`config.mk`:
```
export PLATFORM = sky130hd
export DESIGN_NAME = fetch_ctrl
export DESIGN_NICKNAME = d
export VERILOG_FILES = /design/src/rtl/fetch_ctrl.sv
export SDC_FILE = /design/constraint.sdc
export NUM_CORES = 1
export LEC_CHECK = 0
export BUFFER_PORTS_ARGS = -buffer_cell sky130_fd_sc_hd__buf_2
export CAP_MARGIN = 5
export CORE_MARGIN = 5
export CORE_UTILIZATION = 48
export CTS_BUF_LIST = sky130_fd_sc_hd__clkbuf_16
export DETAILED_ROUTE_END_ITERATION = 16
export HOLD_SLACK_MARGIN = 0.03
export PLACE_DENSITY = 0.77
export SLEW_MARGIN = 20
export SYNTH_ARGS = -nofsm -noshare
export SYNTH_HDL_FRONTEND = slang
export SYNTH_SLANG_ARGS = --single-unit
```
`constraint.sdc`:
```
create_clock -name i_clk -period 6.1 [get_ports i_clk]
set_input_delay 0.915 -clock i_clk [delete_from_list [all_inputs] [get_ports i_clk]]
set_output_delay 0.915 -clock i_clk [all_outputs]
set_load 0.02 [all_outputs]
```
`src/rtl/fetch_ctrl.sv`:
```
// fetch_ctrl -- instruction-fetch sequencer between the PC, the instruction
// memory and the IF/ID pipeline register.
//
// Issues one fetch at a time, waits any number of cycles for the response,
// and hands each instruction to IF/ID with its address and a valid pulse.
// Also handles load-use stalls, branch redirects (with IF/ID flush and
// discard of the in-flight response) and a terminal halt.
//
// Ports:
//   i_clk, i_rst           clock; synchronous active-high reset
//   o_i_req, o_i_addr      fetch request strobe / address (address = pc)
//   i_i_valid, i_i_inst    memory response pulse and data
//   i_stall                hold delivery (load-use hazard)
//   i_redirect(_addr)      taken branch/jump and its target
//   i_halt                 stop fetching until reset
//   o_inst, o_inst_addr    instruction and its address to IF/ID
//   o_inst_valid, o_flush  1-cycle pulses: new instruction / load a nop
//   o_done                 high while halted
//   o_fetch_cnt            saturating count of delivered instructions
//
// The block keeps no record of a fetch issued before reset, so the memory
// must be reset together with it.
module fetch_ctrl #(
  parameter int unsigned       ADDR_W   = 64,
  parameter int unsigned       INST_W   = 32,
  parameter logic [ADDR_W-1:0] RESET_PC = '0
) (
  input  logic              i_clk,
  input  logic              i_rst,
  output logic              o_i_req,
  output logic [ADDR_W-1:0] o_i_addr,
  input  logic              i_i_valid,
  input  logic [INST_W-1:0] i_i_inst,
  input  logic              i_stall,
  input  logic              i_redirect,
  input  logic [ADDR_W-1:0] i_redirect_addr,
  input  logic              i_halt,
  output logic [INST_W-1:0] o_inst,
  output logic [ADDR_W-1:0] o_inst_addr,
  output logic              o_inst_valid,
  output logic              o_flush,
  output logic              o_done,
  output logic [31:0]       o_fetch_cnt
);

  typedef enum logic [2:0] {
    REQ   = 3'd0,
    WAIT  = 3'd1,
    HOLD  = 3'd2,
    DRAIN = 3'd3,
    HALT  = 3'd4
  } state_t;

  state_t              state, state_n;
  logic [ADDR_W-1:0]   pc, pc_n;
  logic [INST_W-1:0]   hold_buf, hold_buf_n;
  logic [INST_W-1:0]   inst_n;
  logic [ADDR_W-1:0]   inst_addr_n;
  logic                inst_valid_n;
  logic                flush_n;
  logic [31:0]         cnt_n;

  // A request is in flight and its response has not arrived this cycle.
  logic                outstanding;
  logic [ADDR_W-1:0]   pc_inc;
  logic [31:0]         cnt_inc;

  assign o_i_req  = (state == REQ);
  assign o_i_addr = pc;
  assign o_done   = (state == HALT);

  assign outstanding = (state == REQ) ||
                       (((state == WAIT) || (state == DRAIN)) && !i_i_valid);
  assign pc_inc      = pc + ADDR_W'(4);
  assign cnt_inc     = (o_fetch_cnt == 32'hFFFF_FFFF) ? o_fetch_cnt
                                                      : o_fetch_cnt + 32'd1;

  always_ff @(posedge i_clk) begin
    if (i_rst) begin
      state        <= REQ;
      pc           <= RESET_PC;
      hold_buf     <= '0;
      o_inst       <= '0;
      o_inst_addr  <= '0;
      o_inst_valid <= 1'b0;
      o_flush      <= 1'b0;
      o_fetch_cnt  <= '0;
    end else begin
      state        <= state_n;
      pc           <= pc_n;
      hold_buf     <= hold_buf_n;
      o_inst       <= inst_n;
      o_inst_addr  <= inst_addr_n;
      o_inst_valid <= inst_valid_n;
      o_flush      <= flush_n;
      o_fetch_cnt  <= cnt_n;
    end
  end

  always_comb begin
    state_n      = state;
    pc_n         = pc;
    hold_buf_n   = hold_buf;
    inst_n       = o_inst;
    inst_addr_n  = o_inst_addr;
    inst_valid_n = 1'b0;
    flush_n      = 1'b0;
    cnt_n        = o_fetch_cnt;

    if (state != HALT && i_halt) begin
      state_n = HALT;
      flush_n = 1'b1;
    end else if (state != HALT && i_redirect) begin
      // Word-align the target; any pending response belongs to the old path
      // and must be swallowed in DRAIN before fetching the target.
      pc_n       = {i_redirect_addr[ADDR_W-1:2], 2'b00};
      flush_n    = 1'b1;
      hold_buf_n = '0;
      state_n    = outstanding ? DRAIN : REQ;
    end else begin
      unique case (state)
        REQ: state_n = WAIT;
        WAIT: begin
          if (i_i_valid) begin
            if (i_stall) begin
              hold_buf_n = i_i_inst;
              state_n    = HOLD;
            end else begin
              inst_n       = i_i_inst;
              inst_addr_n  = pc;
              inst_valid_n = 1'b1;
              pc_n         = pc_inc;
              cnt_n        = cnt_inc;
              state_n      = REQ;
            end
          end
        end
        HOLD: begin
          if (!i_stall) begin
            inst_n       = hold_buf;
            inst_addr_n  = pc;
            inst_valid_n = 1'b1;
            pc_n         = pc_inc;
            cnt_n        = cnt_inc;
            state_n      = REQ;
          end
        end
        DRAIN: if (i_i_valid) state_n = REQ;
        HALT:  state_n = HALT;
        default: state_n = REQ;
      endcase
    end
  end

endmodule

```
==> results.sh, run 1 <==
export IMPL_outcome="finished, final reports clean"
export IMPL_grt_pass1_vias=10200
export IMPL_die_w_um=160
export IMPL_async_reset_ff_share_pct=0
export IMPL_final_common_cell="buf_2"
export IMPL_maxCapViolations=0
export IMPL_synthTopCellsByArea="dfxtp_1 (42%), nand2_1 (7.5%), nor2_1 (5.3%)"
export IMPL_hpwl_mm=22.2
export IMPL_ir_drop_mv=0.251
export IMPL_tns_ns=0
export IMPL_area_growth_synth_to_final_pct=21.0
export IMPL_finalSetupViolCount=0
export IMPL_layout_common_cells="buf_2 (290), dfxtp_1 (225), nand2_1 (216)"
export IMPL_std_cell_rows=54
export IMPL_place_inst=1821
export IMPL_dieArea_sq_um=25600
export IMPL_fin_ws_ns=3.05
export IMPL_drt_iter0_drc=838
export IMPL_ctsResizeCount=0
export IMPL_synth_edf_count=0
export IMPL_fin_nets=1672
export IMPL_r2r_setup_slack_ns=3.05
export IMPL_relSlewSlack_pct=31.4
export IMPL_synth_area_sq_um=10800
export IMPL_routed_wl_mm=33.0
export IMPL_end_kind="register"
export IMPL_routed_top_layer="met5"
export IMPL_final_antenna_net_count=0
export IMPL_gp_congestion=0.838
export IMPL_gr_usage_all_layers_pct=24.4
export IMPL_ys_ff_latch=225
export IMPL_drive_above_1_share_pct=23.3
export IMPL_die_h_um=160
export IMPL_power_w=0.00355
export IMPL_crit_chain="nand4_1 -> nor4_1 -> nor4b_2 -> nand4_1 -> mux2i_1 -> o22ai_1"
export IMPL_cp_start_kind="register"
export IMPL_place_ws_ns=2.57
export IMPL_viasPerCell=5.86
export IMPL_wl_met2_mm=15.4
export IMPL_avgSynthCellArea_sq_um=8.03
export IMPL_synth_flop_cell="dfxtp_1"
export IMPL_drv_slew=0
export IMPL_antenna_found_initial=1
export IMPL_min_path_type="reg -> reg"
export IMPL_ioPinCount=298
export IMPL_p_leak_nw=5.14
export IMPL_synthCells=1344
export IMPL_max_freq_mhz=328
export IMPL_synth_top_area_share_pct=41.7
export IMPL_root_buffer="clkbuf_16"
export IMPL_core_sq_um=22000
export IMPL_insertion_delay_ns=0.52
export IMPL_slowest_delay_ns=0.95
export IMPL_io_buffer_count=291
export IMPL_fin_skew_ns=0.0122
export IMPL_period_share_pct=50.0
export IMPL_htreeDepth=1
export IMPL_yosys_area_top_type="dfxtp_1"
export IMPL_cts_tree="yes"
export IMPL_gr_total_overflow=0
export IMPL_rsz0062_at_grt="false"
export IMPL_critPathMostFrequentCell="nand4_1"
export IMPL_synth_cell_types=79
export IMPL_num_vias=10900
export IMPL_initial_core_util_pct=49.2
export IMPL_tightest_slew_ns=1.03
export IMPL_grt_max_degree=93
export IMPL_arrival_ns=3.41
export IMPL_finalHoldViolCount=0
export IMPL_min_period_ns=3.05
export IMPL_numCtsBuffers=25
export IMPL_cpMaxStageDelayCell="nor4_1"
export IMPL_drc_errors=0
export IMPL_cts_setup_buffers=0
export IMPL_fin_util_pct=59.5
export IMPL_path_class="reg -> reg"
export IMPL_ys_seq_area_share_pct=41.7
export IMPL_met1_length_mm=13.9
export IMPL_yosys_warnings=0
export IMPL_cp_max_fo=8
export IMPL_routedWlPerCell_um=17.7
export IMPL_final_cells=1868
export IMPL_drtPass1Iterations=5
export IMPL_grt_pass1_wl_mm=53.3
export IMPL_cts_sinks=225
export IMPL_ctsHoldBuffers=0
export IMPL_powerDensity_nw_per_um2=272
export IMPL_clk_pin_slew_ns=0.06
export IMPL_clock_path_buffers=3
export IMPL_cp_required_ns=6.47
export IMPL_wl_met3_mm=3.11
## layout make-up
cell class	count	area [sq um]
diodes	1	2.50
well taps	280	350
clock inverters	21	175
clock buffers	25	626
flip-flops and latches	225	4500
fillers	2020	8900
repair buffers	302	1550
inverters	18	67.6
multi-input cells	996	5780
## stage by stage
| stage | hold WS, ns | instance area (sq um) |
|---|---|---|
| 2_1_floorplan | 0.465 | 10800 |
| 3_3_place_gp | 0.439 | 12200 |
| 5_1_grt | 0.465 | 13100 |
| 3_5_place_dp | 0.443 | 12200 |
| 4_1_cts | 0.451 | 13000 |
| 6_report | 0.449 | 13100 |
## Yosys cell counts, types with 5 or more instances
library cell  instances
dfxtp_1             225
nor3_1               33
nand3_1              47
a211oi_1             38
o32ai_1               5
o31ai_1              14
nor4b_1               5
clkbuf_8              5
o21ai_0              43
clkbuf_1             65
a22o_1                6
buf_1                15
nand2_1             216
nor2_1              152
and4_1                7
a21oi_1             104
or4_1                 6
mux2i_1              36
buf_2                13
a22oi_1              39
nand4_1              34
inv_1                18
and2_1                8
xnor2_1              27
or3_1                 9
o21a_1                5
a31oi_1              17
and3_1               27
a21o_1                6
o311ai_0              6
a32o_1               10
nor4_1               20
## layer usage
metal / up-vias / global-route usage [%]
met4: 2 / 6.02
met2: 458 / 40.1
met1: 5127 / 31.6
li1: 5297 / -
met3: 60 / 7.27
met5: - / 0
## worst max-delay path: cells and delay by family (launching register included)
| family | cells | cell delay [ns] |
|---|---|---|
| and+or+nand+nor | 4 | 2.15 |
| DFF | 1 | 0.48 |
| AOI/OAI and AO/OA | 1 | 0.09 |
| muxes | 1 | 0.18 |
## power by group
part,internal (W),leakage (nW),total (W),switching (W)
clock,0.000870,0.407,0.00149,0.000615
sequential,0.00153,1.83,0.00160,0.0000726
combinational,0.000150,2.91,0.000463,0.000313
total,0.00255,5.14,0.00355,0.00100
## flip-flops by register name (all words and copies together) (netlist names)
signal / cells
o_inst_valid: 1
o_i_addr: 62
state: 3
hold_buf: 32
o_flush: 1
o_fetch_cnt: 32
o_inst_addr: 62
o_inst: 32
## logic make-up (layout without fill, tap and decap cells)
kind of cell               count (synthesis)  count (layout)  share of synthesized area (%)
DFF                                      225             225                           41.7
adders and majority gates                  2               2                          0.232
muxes                                     36              36                           3.34
other                                      1               5                         0.0347
buffers and inverters                    126             366                           5.32
AOI/OAI and AO/OA                        324             324                           19.6
and+or+nand+nor                          601             601                           27.4
xor gates and xnor gates                  29              29                           2.35
## path summary, 6_finish.rpt
check                                      from              end  cells past startpoint
worst max register to register     o_i_addr[39]     o_i_addr[58]                      6
worst min-delay path            o_inst_addr[41]  o_inst_addr[41]                      2
worst max-delay path               o_i_addr[39]     o_i_addr[58]                      6
worst min register to register  o_inst_addr[41]  o_inst_addr[41]                      2
Note: power is estimated with default switching activity, not from simulation.
==> run 2: changes to the inputs <==
--- a/config.mk
+++ b/config.mk
@@ -5,6 +5,7 @@
 export SDC_FILE = /design/constraint.sdc
 export NUM_CORES = 1
 export LEC_CHECK = 0
+export ABC_AREA = 1
 export BUFFER_PORTS_ARGS = -buffer_cell sky130_fd_sc_hd__buf_2
 export CAP_MARGIN = 5
 export CORE_MARGIN = 5
@@ -12,7 +13,7 @@
 export CTS_BUF_LIST = sky130_fd_sc_hd__clkbuf_16
 export DETAILED_ROUTE_END_ITERATION = 16
 export HOLD_SLACK_MARGIN = 0.03
-export PLACE_DENSITY = 0.77
+export PLACE_DENSITY = 0.79
 export SLEW_MARGIN = 20
 export SYNTH_ARGS = -nofsm -noshare
 export SYNTH_HDL_FRONTEND = slang
==> constraint.sdc (replaced) <==
create_clock -name i_clk -period 2.6 [get_ports i_clk]
set_input_delay 0.39 -clock i_clk [delete_from_list [all_inputs] [get_ports i_clk]]
set_output_delay 0.39 -clock i_clk [all_outputs]
set_load 0.02 [all_outputs]
==> run 2 against run 1 <==
Die area up 9.7%. First-iteration DRC count up 21%. Global-route usage up 3.7 points. Fmax up 32%. Design area up 11%. Critical path depth up 3. Core utilization down 0.27 points. Clock power up 140%. Flip-flop and latch count unchanged. Sequential share of layout area down 3.3 points. Critical endpoint is now o_fetch_cnt[10].
==> results.sh, run 2 <==
export IMPL_gr_total_overflow=0
export IMPL_top_usage_layer="met2"
export IMPL_synth_edf_count=0
export IMPL_drc_errors=0
export IMPL_place_inst=2411
export IMPL_io_buffer_count=291
export IMPL_synthXorXnorAreaFrac_pct=1.91
export IMPL_ys_seq_area_share_pct=37.8
export IMPL_synth_flop_cell="dfxtp_1"
export IMPL_avgSynthCellArea_sq_um=6.40
export IMPL_synth_top_family_by_area="simple AND/OR/NAND/NOR gates"
export IMPL_async_reset_ff_share_pct=0
export IMPL_synthAdderAreaFrac_pct=0.210
export IMPL_synthMuxAreaShare_pct=0
export IMPL_cts_setup_buffers=0
export IMPL_dieArea_sq_um=28100
export IMPL_met2_usage_pct=44.1
export IMPL_yosys_warnings=0
export IMPL_ys_ff_latch=225
export IMPL_final_antenna_net_count=0
export IMPL_final_common_cell="nand2_1"
export IMPL_p_leak_nw=6.37
export IMPL_antenna_found_initial=3
export IMPL_std_cell_rows=57
export IMPL_initial_core_util_pct=48.8
export IMPL_gr_usage_all_layers_pct=28.1
export IMPL_ir_drop_mv=0.483
export IMPL_ctsResizeCount=0
export IMPL_yosysMostFrequentCell="nand2_1"
export IMPL_arrival_ns=2.70
export IMPL_use_met3_pct=5.19
export IMPL_die_h_um=168
export IMPL_cp_max_fo=19
export IMPL_drive_above_1_share_pct=18.9
export IMPL_root_buffer="clkbuf_16"
export IMPL_ctsHoldBuffers=0
export IMPL_synthCells=1860
export IMPL_core_sq_um=24400
export IMPL_htreeDepth=1
export IMPL_clock_path_buffers=3
export IMPL_clk_pin_slew_ns=0.06
export IMPL_min_path_type="in -> reg"
export IMPL_fillers=2408
export IMPL_drt_iter0_drc=1018
export IMPL_ioPinCount=298
export IMPL_period_share_pct=88.5
export IMPL_crit_chain="ha_1 -> nand2_1 -> nor2_4 -> nand3_1 -> nor3_2 -> nand2_2 -> buf_4 -> nand3_1 -> a21oi_1"
export IMPL_layout_common_cells="nand2_1 (488), nor2_1 (337), buf_2 (290)"
export IMPL_slowest_delay_ns=0.47
export IMPL_powerDensity_nw_per_um2=587
export IMPL_rsz0062_at_grt="false"
export IMPL_cts_sinks=225
export IMPL_grt_use_met1_pct=39.5
export IMPL_critPathMostFrequentCell="nand3_1"
export IMPL_synth_compound_area_share_pct=16.3
export IMPL_cpMaxStageDelayCell="dfxtp_1"
export IMPL_finalHoldViolCount=0
export IMPL_maxCapViolations=0
export IMPL_synth_area_sq_um=11900
export IMPL_fin_nets=2219
export IMPL_routedWlPerCell_um=16.9
export IMPL_cp_required_ns=3.00
export IMPL_yosys_area_top_type="dfxtp_1"
export IMPL_synthTopCellsByArea="dfxtp_1 (38%), nand2_1 (15%), nor2_1 (11%)"
export IMPL_fin_skew_ns=0.0190
export IMPL_gp_congestion=0.965
export IMPL_synth_top_area_share_pct=37.8
export IMPL_end_kind="register"
export IMPL_routed_wl_mm=41.6
export IMPL_insertion_delay_ns=0.54
export IMPL_max_freq_mhz=434
export IMPL_path_class="reg -> reg"
export IMPL_grt_pass1_wl_mm=65.9
export IMPL_finalSetupViolCount=0
export IMPL_outcome="finished, final reports clean"
export IMPL_drv_slew=0
export IMPL_grt_max_degree=122
export IMPL_die_w_um=168
export IMPL_min_period_ns=2.30
export IMPL_tns_ns=0
export IMPL_synth_cell_types=39
export IMPL_hpwl_mm=30.6
export IMPL_synthSimpleGateAreaFrac_pct=35.3
export IMPL_power_w=0.00847
export IMPL_viasPerCell=5.43
export IMPL_ys_top_cells_by_count="nand2_1 (489), nor2_1 (338), dfxtp_1 (225), o21ai_0 (144), a21oi_1 (129)"
export IMPL_num_vias=13300
export IMPL_relSlewSlack_pct=53.6
export IMPL_grt_pass1_vias=12400
export IMPL_cts_tree="yes"
export IMPL_drtPass1Iterations=5
export IMPL_cp_start_kind="register"
export IMPL_area_growth_synth_to_final_pct=21.2
export IMPL_numCtsBuffers=26
export IMPL_final_cells=2459
export IMPL_tightest_slew_ns=0.695
==> run 2: cell types whose count changed after synthesis, sizes merged, moves of 37 or more <==
cell,change
inv,+116
o21ai,+106
nand2,+284
nor2,+200
nand3,+63
a211oi,-37
==> run 2: per-layer routing <==
layer / wire [um] / part of all wire [%]
met3: 3990 / 9.6
met4: 1260 / 3.0
met1: 18100 / 43
met5: 27 / 0.065
met2: 18200 / 44
==> run 2: cells by family (layout without fill, tap and decap cells) <==
| logic type | count (synthesis) | count (layout) |
|---|---|---|
| AOI/OAI and AO/OA | 357 | 357 |
| DFF | 225 | 225 |
| xor gates and xnor gates | 26 | 26 |
| other | 1 | 5 |
| buffers and inverters | 230 | 501 |
| and+or+nand+nor | 1019 | 1019 |
| adders and majority gates | 2 | 2 |
==> run 2: cell type report <==
class | instances | area (sq um) | share of cell area, %
multi-input cells | 1408 | 6430 | 44.6
flip-flops and latches | 225 | 4500 | 31.2
repair buffers | 320 | 1750 | 12.1
clock buffers | 26 | 651 | 4.51
inverters | 134 | 505 | 3.50
well taps | 324 | 405 | 2.81
clock inverters | 21 | 183 | 1.27
diodes | 1 | 2.50 | 0.0173
==> run 2: critical path, delay by kind of cell (launching register included) <==
kind                       cells  cell delay, ns
buffers and inverters          1            0.30
AOI/OAI and AO/OA              1            0.06
and+or+nand+nor                6            1.01
DFF                            1            0.47
adders and majority gates      1            0.33
==> run 2: stage by stage <==
| stage | setup slack [ns] | cell area (sq um) | hold slack [ns] | utilization [%] |
|---|---|---|---|---|
| 6_report | 0.298 | 14400 | 0.100 | 59.2 |
| 5_1_grt | 0.0796 | 14400 | 0.109 | 59.2 |
| 4_1_cts | 0.285 | 14400 | 0.0838 | 59.1 |
| 3_5_place_dp | 0.303 | 13600 | 0.468 | 55.7 |
| 3_3_place_gp | 0.404 | 13600 | 0.457 | 55.7 |
| 2_1_floorplan | 0.730 | 11900 | 0.459 | - |
==> run 2: worst paths after layout <==
path	from	end	slack, ns	cells after the start
setup / recovery	o_fetch_cnt[0]	o_fetch_cnt[10]	0.30	9
hold / removal	i_i_inst[8]	hold_buf[8]	0.10	3
setup reg to reg	o_fetch_cnt[0]	o_fetch_cnt[10]	0.30	9
hold reg to reg	o_inst_addr[15]	o_inst_addr[15]	0.48	2
==> run 2: where the power goes <==
group          total, W  leakage [nW]  internal, W  switching (W)
clock           0.00362         0.428      0.00211        0.00151
combinational   0.00112          4.12     0.000370       0.000748
sequential      0.00373          1.82      0.00359       0.000138
total           0.00847          6.37      0.00607        0.00240
